## src/rtl/control_buffer_pixeles.sv

```systemverilog
// Fetch controller for a 2x4 pixel buffer: issues one word read at a time while a whole
// group is free, counts unconsumed pixels, and ends a frame only once the buffer is empty.
module control_buffer_pixeles #(
  parameter int ADDR_BITS  = 32,
  parameter int COUNT_BITS = 20,
  parameter int WORD_BYTES = 4
)(
  input  logic                  clk,
  input  logic                  reset,
  input  logic                  start,
  input  logic [ADDR_BITS-1:0]  base_addr,
  input  logic [COUNT_BITS-1:0] total_words,
  output logic                  mem_req,
  output logic [ADDR_BITS-1:0]  mem_addr,
  input  logic                  mem_ack,
  input  logic                  mem_data_valid,
  output logic                  save_mem_data,
  output logic                  read_pixel,
  output logic                  pix_valid,
  input  logic                  pix_ready,
  output logic                  busy,
  output logic                  done
);

  typedef enum logic [2:0] {IDLE, REQ, WAIT, HOLD, DRAIN} state_t;

  state_t                state, state_nx;
  logic [3:0]            fill, fill_nx;
  logic [COUNT_BITS-1:0] words_left, words_left_nx;
  logic [ADDR_BITS-1:0]  addr, addr_nx;
  logic                  done_nx;

  assign pix_valid     = (fill != 4'd0);
  assign read_pixel    = pix_valid & pix_ready;
  assign save_mem_data = mem_data_valid & (state == WAIT);
  assign mem_req       = (state == REQ);
  assign busy          = (state != IDLE);
  assign mem_addr      = addr;

  // A save and a read in the same cycle net to +3.
  always_comb begin
    fill_nx = fill;
    if (save_mem_data) fill_nx = fill_nx + 4'd4;
    if (read_pixel)    fill_nx = fill_nx - 4'd1;
  end

  always_comb begin
    state_nx      = state;
    addr_nx       = addr;
    words_left_nx = words_left;
    done_nx       = 1'b0;
    case (state)
      IDLE: if (start) begin
        if (total_words != '0) begin
          state_nx      = REQ;
          addr_nx       = base_addr;
          words_left_nx = total_words;
        end else begin
          done_nx = 1'b1;
        end
      end
      REQ: if (mem_ack) begin
        state_nx = WAIT;
        addr_nx  = addr + ADDR_BITS'(WORD_BYTES);
      end
      WAIT: if (mem_data_valid) begin
        words_left_nx = words_left - COUNT_BITS'(1);
        if (words_left == COUNT_BITS'(1)) state_nx = DRAIN;
        else if (fill_nx <= 4'd4)         state_nx = REQ;
        else                              state_nx = HOLD;
      end
      HOLD: if (fill <= 4'd4) state_nx = REQ;
      // Leaving only on an empty buffer keeps group/read pointers aligned for the next frame.
      DRAIN: if (fill == 4'd0) begin
        state_nx = IDLE;
        done_nx  = 1'b1;
      end
      default: state_nx = IDLE;
    endcase
  end

  always_ff @(posedge clk or posedge reset) begin
    if (reset) begin
      state      <= IDLE;
      fill       <= 4'd0;
      words_left <= '0;
      addr       <= '0;
      done       <= 1'b0;
    end else begin
      state      <= state_nx;
      fill       <= fill_nx;
      words_left <= words_left_nx;
      addr       <= addr_nx;
      done       <= done_nx;
    end
  end

endmodule

```

## config.mk

```make
export PLATFORM = sky130hd
export DESIGN_NAME = control_buffer_pixeles
export DESIGN_NICKNAME = d
export VERILOG_FILES = /design/src/rtl/control_buffer_pixeles.sv
export SDC_FILE = /design/constraint.sdc
export NUM_CORES = 1
export LEC_CHECK = 0
export CAP_MARGIN = 20
export CORE_MARGIN = 2
export CORE_UTILIZATION = 50
export CTS_CLUSTER_DIAMETER = 40
export DETAILED_ROUTE_END_ITERATION = 16
export GPL_ROUTABILITY_DRIVEN = 0
export GPL_TIMING_DRIVEN = 0
export PLACE_DENSITY_LB_ADDON = 0.25
export SLEW_MARGIN = 20
export SYNTH_ARGS = -nofsm -noshare
export SYNTH_HDL_FRONTEND = slang
export SYNTH_SLANG_ARGS = --single-unit
export TNS_END_PERCENT = 1
```

## constraint.sdc

```tcl
create_clock -name clk -period 2.45 [get_ports clk]
set_input_delay 0.3675 -clock clk [delete_from_list [all_inputs] [get_ports clk]]
set_output_delay 0.3675 -clock clk [all_outputs]
set_load 0.05 [all_outputs]
```

==> metrics.yaml, run 1 <==
routed-via-count: 4492
post-route-util: 0.681
r2r.worst_path.cells: 6
design_area_mm2: 0.00523
vdd_drop_max_uv: 811
portBuffers: 95
timing.final.hold_violations: 0
clkSinkCount: 60
drt_pass1_iterations: 7
cts_buffers: 9
max_freq_mhz: 399
timing.critical_path.from_type: "primary input"
mapped_nets: 532
switching_part_of_the_total: 0.528
regToRegStartpoint: "mem_addr[2]"
route.final.wire_length_mm: 12.8
synth_unique_cells: 61
placement_row_count: 32
dpl.hpwl_mm: 8.99
required_ns: 2.08
ratio_of_cells_with_drive_above_1_in_the_final_layout: 0.0828
worst_skew_pair.late_latency_ns: 0.35
layout.cells.most_common: "clkdlybuf4s50_1"
ys_seq_area_frac: 0.382
synth_seq_cells: 60
synth-async-reset-ratio: 1.00
power_switching_mw: 3.87
hold_class: "in2async"
arr_time_crit_path_ns: 2.14
share_comb_of_total_power: 0.609
grt_antenna_before_repair: 0
syn-mean-instance-area_um2: 8.41
worst_setup_path_end_kind: "output port"
core_region_area_mm2: 0.00769
tritoncts: "built"
top_level_ports: 96
synth_edf_count: 0
yosysWarningCount: 0
wl_met1_mm: 5.22
violations: "negative setup slack"
power_density_relative_to_cell_area_mw_per_mm2: 1400
total_power_mw: 7.33
setup_tns_ns: -0.0569
critical_path_class: "in2out"
cts-root-to-sink-buffers: 2
slew-limit-headroom: 0.480
worstReg2RegEnd: "mem_addr[20]"
internal_power_mw: 3.46
antenna-diode-count: 0
routed-wl-met3_mm: 1.29
layout.cells.most_common_list: "clkdlybuf4s50_1 (91), dfrtp_1 (60), a21oi_1 (40)"
synth_area_mm2: 0.00394
layout_min_cycle_time_ns: 2.51
x_dimension_of_the_die_um: 92.7
timing.clock.skew_ns: 0.0142
dpl_worst_slack_ns: -0.613
design.final.nets: 639
grt_overflow: 0
setup_viol: 1
grt_pass1_vias: 4141
clk_transition_reported_paths_ns: 0.08
setup_repair_after_global_routing_missed_its_margin: "true"
floorplan.initialDensity: 0.512
dieArea_mm2: 0.00860
route.antenna.remaining_nets: 0
clock_network_power_share: 0.108
cts_max_level: 3
grt_use_total: 0.295
ys.flop_type: "dfrtp_1"
grt_pass1_wl_mm: 20.2
part_of_the_total_power_dissipated_in_sequential_elements: 0.283
final_max_slew_viol_count: 0
placedInstanceArea_mm2: 0.00504
setup_slack_ns: -0.0569
highest-signal-layer: "met4"
netlist_instances: 468
min_period_over_period: 1.02
max_cap_viol_count: 0
hold-worst-slack_ns: 0.311
dpl.cell_count: 666
critPathMaxFanout: 10
status: "finished, violations left"
max_slew.worst_pin.slew_ns: 0.777
viasPerCell: 6.59
layout.cells.non_filler: 682
violation_count_after_the_first_detailed_route_iteration: 467
area_delta_synth_final_pct: 32.9
routedWlPerCell_um: 18.8
drc_errors: 0
dr_wl_met2_mm: 5.96
die_height_um: 92.7
total_leakage_power_nw: 2.04
clock_tree.root_cell: "clkbuf_8"
reg2reg_setup_slack_ns: 0.09
grt_start_max_net_pins: 43
-- cells by family (layout without fill, tap and decap cells) --
| logic type | count (synthesis) | in the layout | share of synthesized area |
|---|---|---|---|
| DFF | 60 | 60 | 0.382 |
| AOI/OAI and AO/OA | 180 | 180 | 0.310 |
| buffers and inverters | 53 | 165 | 0.0531 |
| muxes | 2 | 2 | 0.00541 |
| adders and majority gates | 6 | 6 | 0.0191 |
| and+or+nand+nor | 165 | 165 | 0.223 |
| xor gates and xnor gates | 2 | 2 | 0.00795 |
-- synthesized netlist by cell type (6+ instances only) --
cell / n / area [um^2]
nand2_1: 35 / 131
inv_1: 21 / 78.8
nor2_1: 36 / 135
o22ai_1: 18 / 113
o21ai_0: 33 / 165
or3_1: 6 / 37.5
ha_1: 6 / 75.1
clkbuf_1: 24 / 90.1
nand3_1: 25 / 125
nand4_1: 10 / 62.6
a2bb2oi_1: 16 / 140
nor3_1: 16 / 80.1
dfrtp_1: 60 / 1500
nor4_1: 8 / 50.1
o22a_1: 11 / 96.3
a31oi_1: 12 / 75.1
a22oi_1: 8 / 60.1
a21oi_1: 40 / 200
and3_1: 6 / 37.5
o2bb2ai_1: 6 / 52.6
-- critical path: stages --
cell and delay (ns):
clkdlybuf4s50_1 0.55, nand4bb_1 0.12, clkbuf_1 0.23, inv_1 0.16, clkbuf_2 0.29, clkdlybuf4s15_2 0.42
-- how the worst max path moves through the flow --
stage	from	end	depth (start not counted)
3_5_place_dp	mem_data_valid	save_mem_data	6
6_report	mem_data_valid	save_mem_data	6
4_1_cts	state[0]	mem_req	5
2_1_floorplan	mem_addr[2]	mem_addr[20]	6
5_1_grt	mem_data_valid	save_mem_data	6
3_3_place_gp	mem_data_valid	save_mem_data	6
-- metal layers --
metal,vias up,GRT usage
met5,-,0
met4,0,0.112
met3,37,0.0578
met2,309,0.468
met1,2122,0.403
li1,2024,-
-- area by class of cell --
| cell class | instances | area, um^2 |
|---|---|---|
| Timing Repair Buffer | 96 | 971 |
| Clock inverter | 7 | 43.8 |
| Buffer | 31 | 139 |
| Multi-Input combinational cell | 355 | 2240 |
| Clock buffer | 9 | 124 |
| Inverter | 22 | 85.1 |
| Fill cell | 643 | 2460 |
| Tap cell | 102 | 128 |
| Sequential cell | 60 | 1500 |
-- sequential cells by signal, summed over array words and instances, names as in the netlist --
signal / flops
mem_addr: 32
words_left: 20
fill: 4
state: 3
done: 1
-- timing repair --
item | CTS | global route
pin swaps | 0 | 1
setup endpoints to repair | 13 | 44
setup buffers | 0 | 0
hold buffers | 0 | 0
resized for setup | 14 | 18
-- power groups by stage --
stage                     Combinational, mW  Clock (mW)  Sequential (mW)
after CTS                              4.39       0.784             2.05
after floorplan                        2.21           0             2.81
after global routing                   4.78       0.842             2.14
after detailed placement               4.38           0             2.06
final                                  4.47       0.790             2.08
after global placement                 4.27           0             2.03
Power figures use the tool's default switching activity.
==> inputs of run 2 (changes only) <==
Settings changed: SETUP_SLACK_MARGIN from default to 0.1.
==> metrics.yaml, run 2 (synthesized netlist as in run 1, its figures left out) <==
route.antenna.remaining_nets: 0  # unchanged
layout.cells.non_filler: 683  # +0.15%
top_level_ports: 96  # unchanged
status: "finished, final reports clean"
dpl_worst_slack_ns: -0.613  # unchanged
vdd_drop_max_uv: 807  # -0.48%
layout_min_cycle_time_ns: 2.34  # -0.165 ns
violation_count_after_the_first_detailed_route_iteration: 466  # -0.21%
dieArea_mm2: 0.00860  # unchanged
max_slew.worst_pin.slew_ns: 0.761  # -0.0161 ns
required_ns: 2.08  # about the same
critical-path-top-cell-by-count: "buf_2"
grt_overflow: 0  # unchanged
viasPerCell: 6.52  # -0.99%
number_of_buffers_added_to_fix_hold_violations_after_cts: 0  # unchanged
total_leakage_power_nw: 2.06  # +0.61%
reg2reg_setup_slack_ns: 0.15  # +0.06 ns
floorplan.initialDensity: 0.512  # unchanged
max_freq_mhz: 427  # +7.1%
num-fill-cells: 636  # -1.1%
drt_pass1_iterations: 5  # -2
portBuffers: 95  # unchanged
setup_repair_after_global_routing_missed_its_margin: "true"
timing.final.hold_violations: 0  # unchanged
design_area_mm2: 0.00525  # +0.43%
cts_buffers: 9  # unchanged
cts_max_level: 3  # unchanged
setup_slack_ns: 0.108  # +0.165 ns
arr_time_crit_path_ns: 1.97  # -0.17 ns
grt_use_total: 0.296  # +0.000695
slowest_stage: "dfrtp_1"
grt_pass1_wl_mm: 20.2  # +0.24%
timing.critical_path.slowest_cell_delay_ns: 0.44  # -0.11 ns
dpl.hpwl_mm: 8.99  # unchanged
ratio_of_cells_with_drive_above_1_in_the_final_layout: 0.0947  # +0.0119
placedInstanceArea_mm2: 0.00504  # unchanged
r2r.worst_path.cells: 6  # unchanged
route.final.wire_length_mm: 12.7  # -0.90%
post-route-util: 0.683  # +0.00293
cts-root-to-sink-buffers: 2  # unchanged
die_height_um: 92.7  # unchanged
hold_class: "in2async"
max_cap_viol_count: 0  # unchanged
number_of_flip_flops_under_the_largest_register_name: 32  # unchanged
part_of_the_total_power_dissipated_in_sequential_elements: 0.283  # about the same
antenna-diode-count: 0  # unchanged
power_density_relative_to_cell_area_mw_per_mm2: 1400  # -0.30%
share_comb_of_total_power: 0.609  # about the same
regToRegStartpoint: "words_left[0]"
setup_viol: 0  # -1
critical_path_class: "reg2out"
layout.cells.most_common_list: "clkdlybuf4s50_1 (90), dfrtp_1 (60), a21oi_1 (40)"
timing.clock.skew_ns: 0.0158  # +0.00159 ns
min_period_over_period: 0.956  # -0.0675
worstReg2RegEnd: "words_left[14]"
slew-limit-headroom: 0.491  # +0.0108
x_dimension_of_the_die_um: 92.7  # unchanged
placement_row_count: 32  # unchanged
power_switching_mw: 3.88  # about the same
worst_setup_path_end_kind: "output port"
crit_chain: "buf_2 > nand2_2 > inv_2 > buf_2 > clkbuf_4"
tritoncts: "built"
grt_start_max_net_pins: 43  # unchanged
switching_part_of_the_total: 0.528  # about the same
design.final.nets: 640  # +0.16%
internal_power_mw: 3.47  # +0.18%
routedWlPerCell_um: 18.6  # -1.0%
timing.critical_path.from_type: "flip-flop"
total_power_mw: 7.34  # +0.13%
dpl.cell_count: 666  # unchanged
critPathMaxFanout: 10  # unchanged
routed-via-count: 4454  # -0.85%
clock_network_power_share: 0.108  # about the same
grt_pass1_vias: 4128  # -0.31%
clk_transition_reported_paths_ns: 0.08  # about the same
worst_skew_pair.late_latency_ns: 0.36  # about the same
drc_errors: 0  # unchanged
clkSinkCount: 60  # unchanged
clock_tree.root_cell: "clkbuf_8"
area_delta_synth_final_pct: 33.5
layout.cells.most_common: "clkdlybuf4s50_1"
final_max_slew_viol_count: 0  # unchanged
grt_antenna_before_repair: 0  # unchanged
core_region_area_mm2: 0.00769  # unchanged
run 2: per-layer routing:
layer | wire (um) | global-route usage
met5 | 0 | 0
met4 | 269 | 0.112
met3 | 1240 | 0.0570
met2 | 5970 | 0.469
met1 | 5200 | 0.404
run 2: final cells by class:
class | count | area (um^2) | area share
clock buffer | 9 | 124 | 0.0236
multi-input combinational | 355 | 2250 | 0.429
timing repair buffer | 97 | 980 | 0.186
clock inverter | 7 | 43.8 | 0.00834
sequential | 60 | 1500 | 0.286
inverter | 22 | 85.1 | 0.0162
buffer | 31 | 140 | 0.0267
tap | 102 | 128 | 0.0243
run 2: worst max-delay path, delay by kind of cell (launching register included):
kind	cells	cell delay, ns
buffers and inverters	4	0.98
and+or+nand+nor	1	0.19
DFF	1	0.44
run 2: per-stage QoR:
step           hold WS, ns  setup TNS, ns
5_1_grt              0.349              0
2_1_floorplan        0.489              0
3_5_place_dp         0.480         -12.87
6_report             0.306              0
4_1_cts              0.323              0
3_3_place_gp         0.453         -46.12
run 2: worst max path at each step:
| stage | from | end | slack [ns] | cells past startpoint |
|---|---|---|---|---|
| after floorplan | mem_addr[2] | mem_addr[20] | 0.19 | 6 |
| after global placement | mem_data_valid | save_mem_data | -0.60 | 6 |
| after detailed placement | mem_data_valid | save_mem_data | -0.61 | 6 |
| after CTS | total_words[3] | words_left[4] | 0.10 | 7 |
| after global routing | total_words[3] | words_left[10] | 0.005 | 7 |
| final | state[0] | mem_req | 0.11 | 5 |
run 2: what timing repair did:
| item | CTS | global route |
|---|---|---|
| setup buffers | 0 | 1 |
| endpoints found under the setup margin | 24 | 48 |
| pin swaps | 0 | 1 |
| gates resized for setup | 24 | 19 |
| hold endpoints to repair | 0 | 0 |
run 2: power groups by stage:
stage	Combinational, mW	Clock, mW	Sequential, mW
6_report	4.47	0.795	2.08
5_1_grt	4.79	0.842	2.14
4_1_cts	4.39	0.784	2.05
3_5_place_dp	4.38	0	2.06
3_3_place_gp	4.27	0	2.03
2_1_floorplan	2.21	0	2.81
